<file path="config.mk">
export PLATFORM = sky130hd
export DESIGN_NAME = attack_sequencer
export DESIGN_NICKNAME = d
export VERILOG_FILES = /design/src/rtl/fighter_pkg.sv /design/src/rtl/atk_req_latch.sv /design/src/rtl/attack_sequencer.sv
export SDC_FILE = /design/constraint.sdc
export NUM_CORES = 1
export LEC_CHECK = 0
export CAP_MARGIN = 20
export CORE_ASPECT_RATIO = 1.4
export CORE_MARGIN = 2
export CORE_UTILIZATION = 45
export CTS_CLUSTER_SIZE = 28
export DETAILED_ROUTE_END_ITERATION = 16
export PLACE_DENSITY = 0.75
export RECOVER_POWER = 50
export SLEW_MARGIN = 20
export SYNTH_ARGS = -nofsm -noshare
export SYNTH_HDL_FRONTEND = slang
export SYNTH_SLANG_ARGS = --single-unit
</file>
<file path="constraint.sdc">
create_clock -name clk -period 5.45 [get_ports clk]
set_input_delay 0.8175 -clock clk [delete_from_list [all_inputs] [get_ports clk]]
set_output_delay 0.8175 -clock clk [all_outputs]
set_load 0.01 [all_outputs]
</file>
<file path="src/rtl/fighter_pkg.sv">
// Shared types and constants for the fighter attack logic.
// Phase encodings, coordinate width and saturating helpers.
package fighter_pkg;

  typedef enum logic [1:0] {
    PH_IDLE     = 2'd0,
    PH_STARTUP  = 2'd1,
    PH_ACTIVE   = 2'd2,
    PH_RECOVERY = 2'd3
  } phase_e;

  localparam int COORD_W = 10;
  localparam int SCREEN_W = 640;
  localparam int SCREEN_H = 480;
  localparam logic [COORD_W-1:0] COORD_MAX = '1;

  localparam int ATK_ID_0 = 0;
  localparam int ATK_ID_1 = 1;
  localparam int ATK_ID_2 = 2;
  localparam int ATK_ID_3 = 3;

  function automatic logic [COORD_W-1:0] sat_add(
    input logic [COORD_W-1:0] a,
    input logic [COORD_W-1:0] b
  );
    logic [COORD_W:0] s;
    s = {1'b0, a} + {1'b0, b};
    return s[COORD_W] ? COORD_MAX : s[COORD_W-1:0];
  endfunction

  function automatic logic [COORD_W-1:0] sat_sub(
    input logic [COORD_W-1:0] a,
    input logic [COORD_W-1:0] b
  );
    return (a >= b) ? a - b : '0;
  endfunction

endpackage

</file>
<file path="src/rtl/atk_req_latch.sv">
// Attack request edge capture, pending vector and priority pick.
// Edges seen in the same clk as scen are held for the next frame.
module atk_req_latch
  import fighter_pkg::*;
#(
  parameter int NUM_ATK = 4,
  parameter int ID_W    = 2
) (
  input  logic               clk,
  input  logic               reset_n,
  input  logic               scen,
  input  logic               enable,
  input  logic [NUM_ATK-1:0] req,
  output logic               win_valid,
  output logic [ID_W-1:0]    win_id
);

  logic [NUM_ATK-1:0] prev;
  logic [NUM_ATK-1:0] pend;
  logic [NUM_ATK-1:0] edges;

  assign edges = req & ~prev;

  always_ff @(posedge clk or negedge reset_n) begin
    if (!reset_n) begin
      prev <= '0;
      pend <= '0;
    end else begin
      prev <= req;
      if (!enable)
        pend <= '0;
      else if (scen)
        pend <= edges;
      else
        pend <= pend | edges;
    end
  end

  always_comb begin
    win_valid = |pend;
    win_id    = '0;
    for (int i = NUM_ATK - 1; i >= 0; i--)
      if (pend[i])
        win_id = ID_W'(i);
  end

endmodule

</file>
<file path="src/rtl/attack_sequencer.sv">
// Multi-channel attack phase sequencer with one-deep chain buffer,
// facing-aware hitbox and once-per-attack hit pulse.
module attack_sequencer
  import fighter_pkg::*;
#(
  parameter int NUM_ATK = 4,
  parameter int ID_W    = 2,
  parameter int CNT_W   = 6,
  parameter logic [NUM_ATK*CNT_W-1:0] STARTUP_F  = {4{6'd4}},
  parameter logic [NUM_ATK*CNT_W-1:0] ACTIVE_F   = {4{6'd3}},
  parameter logic [NUM_ATK*CNT_W-1:0] RECOVERY_F = {4{6'd8}},
  parameter logic [NUM_ATK*10-1:0]    HB_W       = {4{10'd30}},
  parameter logic [NUM_ATK*10-1:0]    HB_H       = {4{10'd60}},
  parameter int BODY_W     = 60,
  parameter int BUF_WINDOW = 4
) (
  input  logic               clk,
  input  logic               reset_n,
  input  logic               scen,
  input  logic               attack_enable,
  input  logic [NUM_ATK-1:0] attack_req,
  input  logic [9:0]         pos_x,
  input  logic [9:0]         pos_y,
  input  logic               facing_right,
  input  logic               hit_detect,
  output logic               attack_busy,
  output logic               attack_active,
  output logic [ID_W-1:0]    attack_id,
  output logic [1:0]         phase,
  output logic [9:0]         hb_x0,
  output logic [9:0]         hb_x1,
  output logic [9:0]         hb_y0,
  output logic [9:0]         hb_y1,
  output logic               hit_pulse
);

  localparam logic [CNT_W-1:0]   WIN  = CNT_W'(BUF_WINDOW);
  localparam logic [COORD_W-1:0] BODY = COORD_W'(BODY_W);

  // A zero frame count behaves like one frame.
  function automatic logic [CNT_W-1:0] load(
    input logic [NUM_ATK*CNT_W-1:0] f,
    input logic [ID_W-1:0]          i
  );
    logic [CNT_W-1:0] v;
    v = f[int'(i)*CNT_W +: CNT_W];
    return (v == '0) ? '0 : v - CNT_W'(1);
  endfunction

  phase_e           ph, ph_n;
  logic [CNT_W-1:0] cnt, cnt_n;
  logic [ID_W-1:0]  id, id_n;
  logic             buf_v, buf_v_n;
  logic [ID_W-1:0]  buf_id, buf_id_n;
  logic             hit_done, hd_n;
  logic             hit_q, hit_n;

  logic             win_valid;
  logic [ID_W-1:0]  win_id;
  logic             win_ok, in_win, take;
  logic             mrg_v;
  logic [ID_W-1:0]  mrg_id;

  atk_req_latch #(
    .NUM_ATK (NUM_ATK),
    .ID_W    (ID_W)
  ) u_latch (
    .clk       (clk),
    .reset_n   (reset_n),
    .scen      (scen),
    .enable    (attack_enable),
    .req       (attack_req),
    .win_valid (win_valid),
    .win_id    (win_id)
  );

  assign win_ok = win_valid & attack_enable;
  assign in_win = (ph == PH_RECOVERY) && (cnt < WIN);
  assign take   = win_ok && in_win
               && (!buf_v || win_id < buf_id);
  assign mrg_v  = buf_v | take;
  assign mrg_id = take ? win_id : buf_id;

  always_ff @(posedge clk or negedge reset_n) begin
    if (!reset_n) begin
      ph       <= PH_IDLE;
      cnt      <= '0;
      id       <= '0;
      buf_v    <= 1'b0;
      buf_id   <= '0;
      hit_done <= 1'b0;
      hit_q    <= 1'b0;
    end else begin
      ph       <= ph_n;
      cnt      <= cnt_n;
      id       <= id_n;
      buf_v    <= buf_v_n;
      buf_id   <= buf_id_n;
      hit_done <= hd_n;
      hit_q    <= hit_n;
    end
  end

  always_comb begin
    ph_n     = ph;
    cnt_n    = cnt;
    id_n     = id;
    buf_v_n  = buf_v;
    buf_id_n = buf_id;
    hd_n     = hit_done;
    hit_n    = 1'b0;
    if (ph == PH_ACTIVE && hit_detect && !hit_done) begin
      hit_n = 1'b1;
      hd_n  = 1'b1;
    end
    if (scen) begin
      unique case (ph)
        PH_IDLE: begin
          if (win_ok) begin
            ph_n  = PH_STARTUP;
            id_n  = win_id;
            cnt_n = load(STARTUP_F, win_id);
            hd_n  = 1'b0;
          end
        end
        PH_STARTUP: begin
          if (cnt == '0) begin
            ph_n  = PH_ACTIVE;
            cnt_n = load(ACTIVE_F, id);
          end else begin
            cnt_n = cnt - CNT_W'(1);
          end
        end
        PH_ACTIVE: begin
          if (cnt == '0) begin
            ph_n  = PH_RECOVERY;
            cnt_n = load(RECOVERY_F, id);
          end else begin
            cnt_n = cnt - CNT_W'(1);
          end
        end
        PH_RECOVERY: begin
          buf_v_n  = mrg_v;
          buf_id_n = mrg_id;
          if (cnt != '0) begin
            cnt_n = cnt - CNT_W'(1);
          end else if (mrg_v && attack_enable) begin
            // chain straight into the buffered attack
            ph_n    = PH_STARTUP;
            id_n    = mrg_id;
            cnt_n   = load(STARTUP_F, mrg_id);
            hd_n    = 1'b0;
            buf_v_n = 1'b0;
          end else begin
            ph_n    = PH_IDLE;
            buf_v_n = 1'b0;
          end
        end
        default: ;
      endcase
    end
    if (!attack_enable)
      buf_v_n = 1'b0;
  end

  logic [COORD_W-1:0] w, h;
  logic [COORD_W-1:0] x0_d, x1_d;
  logic [COORD_W-1:0] x0_q, x1_q, y0_q, y1_q;

  assign w = HB_W[int'(id)*COORD_W +: COORD_W];
  assign h = HB_H[int'(id)*COORD_W +: COORD_W];

  always_comb begin
    x0_d = '0;
    x1_d = '0;
    unique case (1'b1)
      facing_right: begin
        x0_d = sat_add(pos_x, BODY);
        x1_d = sat_add(x0_d, w);
      end
      default: begin
        x0_d = sat_sub(pos_x, w);
        x1_d = pos_x;
      end
    endcase
  end

  always_ff @(posedge clk or negedge reset_n) begin
    if (!reset_n) begin
      x0_q <= '0;
      x1_q <= '0;
      y0_q <= '0;
      y1_q <= '0;
    end else begin
      x0_q <= x0_d;
      x1_q <= x1_d;
      y0_q <= pos_y;
      y1_q <= sat_add(pos_y, h);
    end
  end

  assign hb_x0 = (ph == PH_IDLE) ? '0 : x0_q;
  assign hb_x1 = (ph == PH_IDLE) ? '0 : x1_q;
  assign hb_y0 = (ph == PH_IDLE) ? '0 : y0_q;
  assign hb_y1 = (ph == PH_IDLE) ? '0 : y1_q;

  assign attack_busy   = (ph != PH_IDLE);
  assign attack_active = (ph == PH_ACTIVE);
  assign attack_id     = id;
  assign phase         = ph;
  assign hit_pulse     = hit_q;

endmodule

</file>
==> results of run 1 <==
[layer usage]
metal	GRT usage [%]	wire, µm	vias to the layer above
li1	-	-	1529
met1	24.00	3449	1474
met2	34.94	4605	101
met3	3.023	341	23
met4	10.40	298	0
met5	0	0	-
[path summary, 6_finish.rpt]
kind                           from         endpoint  slack (ps)  cells after the start
max                        pos_x[2]          x1_q[9]        1780                     12
min                        hit_done        hit_pulse         430                      1
max reg2reg                phase[0]         phase[0]        2950                      6
min reg2reg                hit_done        hit_pulse         430                      1
max in group asynchronous   reset_n          x0_q[1]        1980                      2
min in group asynchronous   reset_n  u_latch.prev[1]        1640                      2
[metrics by stage]
stage               worst slack [ps]  utilization [%]  power [mW]  hold WS, ps  area, µm²
CTS                             1823            59.44       1.882        423.3       4634
floorplan                       2132                -       1.076        401.3       3640
finish                          1780            59.39       1.862        425.7       4631
detailed placement              1485            56.92       1.479        419.1       4438
global route                    1189            59.39       1.983        440.9       4631
global placement                1569            56.92       1.464        407.4       4438
[placed cells by master, fill, tap and decap left out, types with 4 or more instances in the layout]
cell	Yosys	final
dfrtp_1	63	63
mux2_2	7	7
ha_1	11	10
o31ai_1	4	4
nand2_1	32	32
clkdlybuf4s50_1	0	58
inv_1	24	24
or3_1	5	5
clkbuf_8	0	10
a211oi_1	8	8
a21oi_1	12	12
a31oi_1	9	9
o22ai_1	6	6
nor2b_1	45	45
a21boi_0	4	4
o21ai_0	16	16
nor3_1	10	10
dlygate4sd3_1	0	17
nor2_1	22	22
xnor2_1	9	9
and3_1	4	4
nand3_1	6	6
[critical path, stage by stage]
cell	delay (ps)
clkdlybuf4s50_1	710
inv_1	110
ha_1	300
or3b_1	340
nand2_1	160
nand2b_1	140
inv_1	70
ha_1	210
and4_1	180
a211oi_1	410
o2111ai_1	190
o221a_2	250
[cells in the mapped netlist, drive strengths merged, types with 7 or more instances]
| library cell | count |
|---|---|
| dfrtp | 63 |
| nor2b | 45 |
| nand2 | 32 |
| inv | 24 |
| nor2 | 23 |
| o21ai | 20 |
| clkbuf | 19 |
| a21oi | 12 |
| ha | 11 |
| nor3 | 11 |
| a31oi | 9 |
| xnor2 | 9 |
| a211oi | 8 |
| mux2 | 7 |
[power breakdown]
group	internal, mW	total, mW	switching, mW	leakage, nW
combinational	0.417	0.878	0.460	1.04
sequential	0.538	0.589	0.0512	0.760
clock	0.221	0.395	0.175	0.0944
total	1.18	1.86	0.686	1.89
[area by class of cell]
| type | instances | area [µm²] | share of cell area [%] |
|---|---|---|---|
| Clock buffer | 10 | 137.6 | 2.972 |
| Tap cell | 100 | 125.1 | 2.702 |
| Clock inverter | 5 | 58.81 | 1.270 |
| Timing Repair Buffer | 77 | 759.5 | 16.40 |
| Sequential cell | 63 | 1577 | 34.04 |
| Multi-Input combinational cell | 284 | 1883 | 40.66 |
| Inverter | 24 | 90.09 | 1.945 |
[state kept, by name, indices dropped and copies added (netlist names)]
signal        flops
buf_v             1
y0_q             10
u_latch.pend      4
cnt               6
hit_done          1
buf_id            2
hit_pulse         1
x1_q             10
x0_q             10
y1_q             10
phase             2
attack_id         2
u_latch.prev      4
[logic make-up after synthesis]
kind of cell / Yosys count
AO/OA/AOI/OAI: 94
AND/OR/NAND/NOR: 159
multiplexers: 8
buffers and inverters: 46
flip-flops: 63
XOR/XNOR: 12
adder cells (fa/ha/maj): 11
==> impl_metrics.csv, run 1 <==
group,metric,value,unit
cells_and_area,nFillCells,692,
logic_synthesis,yosys.area_share.simple,24.68,%
detailed_routing,drt_pass1_iterations,4,
grt,overflow,0,
floorplanning,io_pins,77,
logic_synthesis,ys_ff_latch,63,
cts,cts-resized-gates,0,
logic_synthesis,synthTopCellsByArea,"dfrtp_1 (43%), nor2b_1 (7.7%), ha_1 (3.8%)",
grt,antenna_found_initial,0,
cts,cts_made_buffers,9,
cts,ctsHoldBuffers,0,
run_status,status,"complete, but fails checks",
detailed_routing,avgViaCountPerCell,5.554,
logic_synthesis,ys_warn_count,0,
cts,cts_sinks,63,
cts,htree_levels,3,
worst_setup_path,end_kind,"register",
floorplanning,rows,38,
floorplanning,dieArea,8834,µm²
floorplanning,initial_core_util,46.68,%
place,dp_hpwl,6.461,mm
timing,finalCritPeriodShare,67.34,%
job,drv_cap,1,
power_and_ir_drop,p_leak,1.893,nW
logic_synthesis,ys_async_sr_fraction,100.0,%
timing,fin_setup_tns,0,ps
logic_synthesis,synth_top_cell_area_share,43.31,%
detailed_routing,ant_nets,0,
cells_and_area,fin_cells,563,
worst_setup_path,critPathKind,"in -> reg",
logic_synthesis,syn_area_per_cell,9.261,µm²
floorplanning,core_area,7797,µm²
cts,cts_setup_buffers,0,
cells_and_area,num-nets-final,500,
logic_synthesis,synth_top_family_by_area,"simple AND/OR/NAND/NOR gates",
worst_setup_path,start_kind,"input port",
place,place_congestion,0.9343,
logic_synthesis,synthMuxAreaShare,2.441,%
logic_synthesis,synthXorXnorAreaFrac,2.888,%
logic_synthesis,netlist_instances,393,
worst_setup_path,path_max_fanout,11,
floorplanning,die_w,80.01,µm
power_and_ir_drop,power.density,402.1,nW/µm²
grt,grt_max_degree,64,
cells_and_area,n_antenna_cell,0,
worst_hold_path,hp-class,"reg -> reg",
timing,fmax,272.5,MHz
cts,cts_tree,"yes",
timing,min_period,3670,ps
logic_synthesis,yosysTopAreaCell,"dfrtp_1",
power_and_ir_drop,ir_drop,237.3,µV
logic_synthesis,synth-compound-area-share,17.88,%
grt,grt_usage,20.33,%
cells_and_area,final_layout_size_suffix_gt1_share,7.343,%
cts,clkTransAtPathRegs,60,ps
detailed_routing,drcViolationCount,0,
run_status,failed_checks,"max-capacitance violations, max-slew violations",
timing,tightest_slew,3219,ps
timing,rsz0062_at_grt,"false",
place,port_buffers,76,
place,dpl.cell_count,548,
cells_and_area,areaGrowthSynthToFinish,27.23,%
timing,fin_worst_skew,6.920,ps
logic_synthesis,ys_seq_area_share,43.31,%
logic_synthesis,netlist_area,3640,µm²
logic_synthesis,synthDistinctLibCells,69,
cts,cts_root_buf,"clkbuf_8",
detailed_routing,wirelength,8.694,mm
detailed_routing,routed-via-count,3127,
floorplanning,die_h,110.4,µm
timing,setup_viol,0,
cts,clock_path_buffers,2,
cts,clock_latency,340,ps
logic_synthesis,synth_edf_count,0,
timing,finalHoldViolCount,0,
logic_synthesis,synthAdderAreaFrac,3.781,%
detailed_routing,wl_per_cell,15.44,µm
worst_setup_path,cp_data_required_time,5660,ps
logic_synthesis,synth_nets,434,
detailed_routing,drtIter0Drc,126,
logic_synthesis,synth_flop_cell,"dfrtp_1",
timing,maxSlewHeadroom,-114.6,%
worst_setup_path,crit_arrival,3880,ps
grt,grt_pass1_vias,3024,
timing,maxSlewViolCount,64,
grt,grt_pass1_wl,14.36,mm
No activity file was read; power rests on OpenSTA's default activity.
==> run 2, diff against run 1 <==
Clock period 5.45 ns to 3.59 ns, I/O delays scaled along.
==> run 2 against run 1 <==
- critical path depth shrank 8
- clock skew about the same
- the run still ends with max-capacitance violations, max-slew violations left
- critical path type is now reg -> out
- hold slack got worse by 4.1 ps
- largest cell class unchanged
- largest power group unchanged
==> impl_metrics.csv, run 2 (same netlist as run 1, synthesis figures left out) <==
group,metric,value,unit
worst_setup_path,end_kind,"output port",
cells_and_area,areaGrowthSynthToFinish,28.46,%
cells_and_area,final_layout_size_suffix_gt1_share,9.091,%
detailed_routing,avgViaCountPerCell,5.611,
place,port_buffers,76,
grt,grt_pass1_wl,15.29,mm
worst_setup_path,cpMostUsedCell,"inv_1",
worst_setup_path,reg2regPathDepth,6,
cts,cts_tree,"yes",
floorplanning,dieArea,8834,µm²
run_status,status,"complete, but fails checks",
power_and_ir_drop,p_sw_share,37.67,%
cts,clock_latency,350,ps
worst_setup_path,path_max_fanout,51,
power_and_ir_drop,power.density,588.1,nW/µm²
power_and_ir_drop,p_leak,1.938,nW
cts,clkTransAtPathRegs,60,ps
power_and_ir_drop,pwr-share-clk,18.4,%
power_and_ir_drop,power.share.combinational,49.0,%
detailed_routing,wl_per_cell,15.70,µm
worst_setup_path,startpoint,"phase[0]",
timing,fmax,327.2,MHz
floorplanning,io_pins,77,
grt,overflow,0,
power_and_ir_drop,p_int,1.714,mW
place,dp_hpwl,6.794,mm
cts,cts-resized-gates,0,
detailed_routing,routed-via-count,3215,
timing,fin_setup_tns,0,ps
floorplanning,initial_core_util,46.68,%
grt,grt_max_degree,52,
cts,htree_levels,3,
grt,antenna_found_initial,0,
grt,grt_usage,21.83,%
worst_hold_path,min_path_cells,1,
floorplanning,rows,38,
timing,finalCritPeriodShare,85.12,%
cells_and_area,mostFrequentLayoutCell,"dfrtp_1",
timing,hold_ws,421.6,ps
cts,cts_sinks,63,
worst_setup_path,max_stage_delay,800,ps
cells_and_area,n_antenna_cell,0,
cts,clock_path_buffers,2,
timing,fin_worst_skew,7.375,ps
cells_and_area,num-nets-final,512,
run_status,failed_checks,"max-capacitance violations, max-slew violations",
job,drv_cap,1,
timing,finalHoldViolCount,0,
detailed_routing,drt_pass1_iterations,4,
detailed_routing,drcViolationCount,0,
timing,setup_viol,0,
worst_setup_path,start_kind,"register",
worst_setup_path,r2r-start,"phase[0]",
detailed_routing,ant_nets,0,
worst_setup_path,cp_cell_sequence,"inv_1 -> ha_2 -> inv_1 -> clkdlybuf4s50_1",
timing,rsz0062_at_grt,"false",
worst_setup_path,crit_arrival,2520,ps
power_and_ir_drop,finalPower,2.750,mW
worst_setup_path,rr_endpoint,"phase[0]",
floorplanning,die_w,80.01,µm
worst_setup_path,critPathKind,"reg -> out",
cells_and_area,multiInputGateArea,1883,µm²
worst_setup_path,regToRegSetupSlack,1140,ps
power_and_ir_drop,p_sw,1.036,mW
worst_setup_path,cp_data_required_time,3050,ps
cells_and_area,layout_common_cells,"dfrtp_1 (63), clkdlybuf4s50_1 (59), nor2b_1 (45), nand2_1 (32), inv_1 (24)",
power_and_ir_drop,power_frac_seq,32.6,%
cells_and_area,nFillCells,693,
place,place_congestion,0.9429,
timing,maxSlewViolCount,39,
worst_hold_path,min_from,"hit_done",
floorplanning,core_area,7797,µm²
worst_setup_path,cp_slowest_cell,"ha_2",
worst_hold_path,hp-class,"reg -> reg",
power_and_ir_drop,ir_drop,386.2,µV
grt,grt_pass1_vias,3237,
timing,min_period,3056,ps
timing,maxSlewHeadroom,-34.63,%
cts,cts_made_buffers,9,
detailed_routing,wirelength,8.995,mm
detailed_routing,drtIter0Drc,182,
cells_and_area,fin_util,59.96,%
floorplanning,die_h,110.4,µm
cts,cts_root_buf,"clkbuf_8",
cts,cts_setup_buffers,0,
cells_and_area,area.sequential,1577,µm²
timing,tightest_slew,2020,ps
cts,ctsHoldBuffers,0,
worst_hold_path,min_to,"hit_pulse",
-- run 2: stage by stage --
| stage | setup WS, ps | cell area (µm²) | std cells |
|---|---|---|---|
| 6_report | 534.2 | 4676 | 573 |
| 5_1_grt | 315.8 | 4676 | 573 |
| 4_1_cts | 500.6 | 4679 | 573 |
| 3_5_place_dp | 243.5 | 4528 | 560 |
| 3_3_place_gp | 387.0 | 4528 | 560 |
| 2_1_floorplan | 550.5 | 3640 | 393 |
-- run 2: worst max-delay path by stage --
stage	to	slack [ps]	cells after the start
CTS	attack_busy	500	4
global placement	x1_q[9]	390	12
global route	attack_busy	320	4
floorplan	x1_q[9]	550	13
finish	attack_busy	530	4
detailed placement	x1_q[9]	240	11
-- run 2: cell type report --
cell class                 count  share of cell area [%]
clock buffer                  11                   3.024
timing repair buffer          89                   18.17
multi-input combinational    284                   40.27
inverter                      24                   1.927
clock inverter                 2                  0.2141
tap                          100                   2.676
sequential                    63                   33.72
-- run 2: per-layer routing --
layer | vias to the layer above | track usage, % | part of all wire, %
met4 | 0 | 9.944 | 3.3
li1 | 1547 | - | -
met1 | 1541 | 26.18 | 40
met5 | - | 0 | 0
met3 | 27 | 4.984 | 4.4
met2 | 100 | 36.50 | 53
-- run 2: power groups by stage --
stage	sequential (mW)	combinational [mW]	clock [mW]
global placement	0.900	1.33	0
floorplan	0.898	0.736	0
CTS	0.895	1.36	0.517
finish	0.895	1.35	0.506
global route	0.910	1.47	0.554
detailed placement	0.907	1.35	0
-- run 2: critical path: cells and delay by family, from the launching register on --
family | cells | cell delay (ps)
buf+inv | 3 | 920
fa+ha+maj | 1 | 800
flops | 1 | 430
